### src/rtl/mmio_result_port.sv
// Memory-mapped result port: captures program stores to a 16-byte MMIO window,
// queues them in a FIFO and streams them out over a valid/ready interface.
module mmio_result_port #(
    parameter logic [31:0] BASE_ADDR = 32'hFFFF_0000,
    parameter int          DEPTH     = 16,
    parameter int          PTR_W     = 4
) (
    input  logic             clk,
    input  logic             reset,
    input  logic             mem_write_en,
    input  logic             mem_read_en,
    input  logic [31:0]      mem_addr,
    input  logic [31:0]      mem_wdata,
    output logic [31:0]      mem_rdata,
    output logic             mem_hit,
    output logic             out_valid,
    output logic [31:0]      out_data,
    input  logic             out_ready,
    output logic             overflow,
    output logic [PTR_W:0]   count
);

    localparam logic [PTR_W:0] FULL_COUNT = (PTR_W+1)'(DEPTH);

    typedef enum logic [1:0] {
        REG_DATA   = 2'd0,
        REG_STATUS = 2'd1,
        REG_CTRL   = 2'd2,
        REG_RSVD   = 2'd3
    } reg_sel_t;

    logic [29:0]      word_off;
    reg_sel_t         sel;
    logic             addr_lsb_unused;
    logic [31:0]      mem [DEPTH];
    logic [PTR_W-1:0] rd_ptr;
    logic [PTR_W-1:0] wr_ptr;
    logic [15:0]      drop_cnt;
    logic             full;
    logic             empty;
    logic             push_req;
    logic             ctrl_wr;
    logic             pop;
    logic             push_ok;
    logic             drop;
    logic             flush;
    logic             clear;
    logic [31:0]      status;

    // Decode on word addresses so byte offsets within a register alias to it.
    assign word_off        = mem_addr[31:2] - BASE_ADDR[31:2];
    assign mem_hit         = (word_off[29:2] == 28'd0);
    assign sel             = reg_sel_t'(word_off[1:0]);
    assign addr_lsb_unused = ^mem_addr[1:0];

    assign full      = (count == FULL_COUNT);
    assign empty     = (count == '0);
    assign out_valid = !empty;
    assign out_data  = mem[rd_ptr];

    assign push_req = mem_write_en && mem_hit && (sel == REG_DATA);
    assign ctrl_wr  = mem_write_en && mem_hit && (sel == REG_CTRL);
    assign pop      = out_valid && out_ready;
    assign push_ok  = push_req && (!full || pop);
    assign drop     = push_req && full && !pop;
    assign flush    = ctrl_wr && mem_wdata[1];
    assign clear    = ctrl_wr && mem_wdata[0];

    assign status = {drop_cnt, 8'h00, 2'b00, overflow, full, empty, 3'b000};

    // NOTE: every variable assigned in always_comb gets a default first so no latch is inferred.
    always_comb begin
        mem_rdata = 32'h0;
        if (mem_read_en && mem_hit && (sel == REG_STATUS)) begin
            mem_rdata = status;
        end
    end

    // NOTE: sequential state uses non-blocking assignments so all registers update together.
    always_ff @(posedge clk or posedge reset) begin
        if (reset) begin
            rd_ptr   <= '0;
            wr_ptr   <= '0;
            count    <= '0;
            overflow <= 1'b0;
            drop_cnt <= 16'h0;
        end else begin
            if (flush) begin
                rd_ptr <= '0;
                wr_ptr <= '0;
                count  <= '0;
            end else begin
                if (pop) begin
                    rd_ptr <= rd_ptr + 1'b1;
                end
                if (push_ok) begin
                    wr_ptr <= wr_ptr + 1'b1;
                end
                if (push_ok && !pop) begin
                    count <= count + 1'b1;
                end else if (pop && !push_ok) begin
                    count <= count - 1'b1;
                end
            end
            if (clear) begin
                overflow <= 1'b0;
                drop_cnt <= 16'h0;
            end else if (drop) begin
                overflow <= 1'b1;
                if (drop_cnt != 16'hFFFF) begin
                    drop_cnt <= drop_cnt + 16'd1;
                end
            end
        end
    end

    // NOTE: FIFO storage has no reset; only the pointers and count define what is valid.
    always_ff @(posedge clk) begin
        if (push_ok) begin
            mem[wr_ptr] <= mem_wdata;
        end
    end

endmodule

### config.mk
export PLATFORM = sky130hd
export DESIGN_NAME = mmio_result_port
export DESIGN_NICKNAME = d
export VERILOG_FILES = /design/src/rtl/mmio_result_port.sv
export SDC_FILE = /design/constraint.sdc
export NUM_CORES = 1
export LEC_CHECK = 0
export ABC_CLOCK_PERIOD_IN_PS = 5210
export BUFFER_PORTS_ARGS = -buffer_cell sky130_fd_sc_hd__buf_2
export CAP_MARGIN = 20
export CORE_MARGIN = 2
export CORE_UTILIZATION = 35
export DETAILED_ROUTE_END_ITERATION = 12
export PLACE_DENSITY_LB_ADDON = 0.25
export RECOVER_POWER = 25
export SYNTH_ARGS = -nofsm -noshare
export SYNTH_HDL_FRONTEND = slang
export SYNTH_SLANG_ARGS = --single-unit
### constraint.sdc
create_clock -name clk -period 5.21 [get_ports clk]
set_input_delay 0.2605 -clock clk [delete_from_list [all_inputs] [get_ports clk]]
set_output_delay 0.2605 -clock clk [all_outputs]
set_load 0.05 [all_outputs]
==> results.json <==
{
  "status": "finished, final reports clean",
  "max_stage_delay_ns": 0.79,
  "cp_cell_sequence": "or4_1 > nor3_1 > nor3_1 > nand2_1 > fa_1 > a21o_1 > a21o_1 > or4b_1 > a211o_1 > nand2_1",
  "cp.required_ns": 5.73,
  "gp_congestion": 0.7232,
  "drive_gt1_frac": 0.3243,
  "cts_tree": "done",
  "ff2ff_path_depth": 10,
  "port-buffer-count": 125,
  "worst_r2r_endpoint": "count[4]",
  "first_iter_violations": 751,
  "grt_pass1_wl_um": 69280,
  "antenna_found_initial": 3,
  "nets": 1250,
  "hold_violations": 0,
  "synth_edf_count": 512,
  "relSlewSlack": 0.3148,
  "ys_seq_area_frac": 0.7483,
  "synthArstFlopShare": 0.05535,
  "finalClockSkew_ns": 0.01734,
  "multi_input_area_um2": 5200,
  "regToRegSetupSlack_ns": 1.54,
  "use_met3": 0.02863,
  "crit_buf_inv": 0,
  "end_kind": "register",
  "synth_cells": 1002,
  "fillers": 5380,
  "critical_path_peak_fanout": 8,
  "critical_path.top_delay_family": "simple AND/OR/NAND/NOR gates",
  "netlist_area_um2": 21550,
  "fmax_ghz": 0.2722,
  "yosysMostFrequentCell": "edfxtp_1",
  "critPathArrivalTime_ns": 4.20,
  "grt.busiest_layer": "met2",
  "grt_overflow": 0,
  "grt_max_degree": 63,
  "cp-startpoint": "count[1]",
  "cp_slowest_cell": "nor3_1",
  "synth-main-ff-cell": "edfxtp_1",
  "netlist.top_cell.by_area": "edfxtp_1",
  "period_share": 0.7052,
  "synth_commonest_cells": "512 x edfxtp_1, 160 x mux4_2, 31 x and2_1, 31 x nor2_1, 30 x dfrtp_1",
  "worstHoldEndpoint": "mem[4][15]",
  "finalCriticalPeriod_ns": 3.674,
  "via_count": 10310,
  "synth_top_area_frac": 0.7135,
  "netlist_top_cells_area": "edfxtp_1 71%, mux4_2 17%, dfrtp_1 3.5%, and2_1 0.90%, ha_1 0.58%",
  "die_area_um2": 63570,
  "maxCapViolations": 0,
  "fp.dieW_um": 252.1,
  "setup_violations": 0,
  "routed_via_density": 5.170,
  "placed_area_um2": 23280,
  "fin_tns_setup_ns": 0,
  "crit_type": "register to register",
  "tightest_slew_ns": 1.028,
  "ys_types": 52,
  "post_cts_buffers": 0,
  "ant_nets": 0,
  "hold_depth": 1,
  "clockBufferDepth": 3,
  "power_leakage_nw": 8.044,
  "cts_sinks": 542,
  "ys_ff_latch": 542,
  "drt_pass1_iterations": 5,
  "startpoint_type": "register",
  "track_usage": 0.1470,
  "area_growth_pct": 15.76,
  "core-area_um2": 60580,
  "drv_slew": 0,
  "regArea_um2": 16140,
  "initial_core_util": 0.3557,
  "hold_start": "mem_wdata[15]",
  "cts_resized": 0,
  "antenna_cells": 0,
  "htree_num_levels": 2,
  "met1_usage": 0.2079,
  "syn_area_per_cell_um2": 21.51,
  "grtUsageMet2": 0.2346,
  "die_y_um": 252.1,
  "setup_slack_ns": 1.536,
  "worstReg2RegStart": "count[1]",
  "cts_buffers": 56,
  "finish.instance_area_um2": 24950,
  "root_buffer": "clkbuf_16",
  "hpwlAfterDp_um": 26490,
  "ir_drop_mv": 0.3975,
  "row_count": 90,
  "min_path_type": "primary input to register",
  "drc": 0,
  "grt_pass1_vias": 10700,
  "wl_per_cell_um": 23.17,
  "ioPinCount": 141,
  "clkTransAtPathRegs_ns": 0.06,
  "rsz0062_at_grt": "no",
  "clk_latency_ns": 0.60,
  "hold_buffers": 3,
  "power_density_nw_per_um2": 494.9,
  "wirelength_um": 46190,
  "pre_cts_ws_ns": 1.250,
  "yosysWarnings": 0
}
-- layer usage --
layer	up-vias	routed length, um	part of all wire
li1	4499	-	-
met1	5485	20770	0.45
met2	257	22120	0.48
met3	62	2452	0.053
met4	6	820	0.018
met5	-	35	0.00076
-- final cells by class --
type	count	share of cell area
clock buffers	77	0.06059
clock inverters	23	0.005568
inverters	14	0.002107
multi-input cells	400	0.2085
flip-flops and latches	542	0.6468
well taps	782	0.03922
repair buffers	156	0.03722
-- cell usage in the layout (no fill, tap or decap), types with 3 or more instances in the layout --
cell type	netlist	final
or3_1	5	5
buf_2	1	105
conb_1	1	13
nor2_4	0	4
nand3_1	11	11
clkinv_1	0	13
ha_1	10	10
and2_2	0	12
o21ai_0	6	6
buf_12	0	7
nor4_1	12	12
a21o_1	4	4
dfrtp_1	30	26
buf_4	13	20
mux2i_1	3	3
nor2_1	31	27
mux4_2	160	160
and2_1	31	19
or4_1	4	4
xnor2_1	13	13
and3_1	5	5
nand2_1	19	19
a21oi_1	10	10
nor3_1	10	10
clkbuf_1	27	39
inv_1	14	14
nand4_1	14	14
clkbuf_16	0	57
edfxtp_1	512	512
mux2_2	4	4
clkinv_2	0	8
xor2_1	4	4
dlygate4sd3_1	0	3
-- sequential cells by signal, summed over array words and instances (netlist names) --
signal    flops
count         5
drop_cnt     16
mem         512
overflow      1
rd_ptr        4
wr_ptr        4
-- metrics by stage --
stage               instances  hold slack (ns)  total power [mW]  utilization
detailed placement       1890           0.3678             8.902       0.3843
global route             1994          0.05310             12.86       0.4118
CTS                      1993         0.003232             12.55       0.4120
floorplan                1014           0.3430             7.970            -
global placement         1890           0.3663             8.891       0.3843
finish                   1994          0.05055             12.35       0.4118
-- worst max path at each step --
stage	slack, ns	endpoint	cells past startpoint
after floorplan	1.65	mem[10][0]	6
after global placement	1.29	mem[7][17]	8
after detailed placement	1.25	mem[7][18]	8
after CTS	1.44	out_data[1]	4
after global routing	1.24	count[4]	10
final	1.54	count[4]	10
-- logic make-up (layout without fill, tap and decap cells) --
family,after synthesis,count (layout),synth area share
other,1,13,0.0001740
adder cells (fa/ha/maj),11,11,0.006735
multiplexers,167,167,0.1707
AO/OA/AOI/OAI,31,31,0.01034
AND/OR/NAND/NOR,161,161,0.04198
XOR/XNOR,17,17,0.006909
flip-flops,542,542,0.7483
buffers and inverters,72,270,0.01486
-- power breakdown --
group          switching [mW]  internal [mW]
Clock                    1.58           2.06
Combinational            2.03           1.54
Sequential              0.335           4.81
Total                    3.94           8.40
Power figures use the tool's default switching activity.
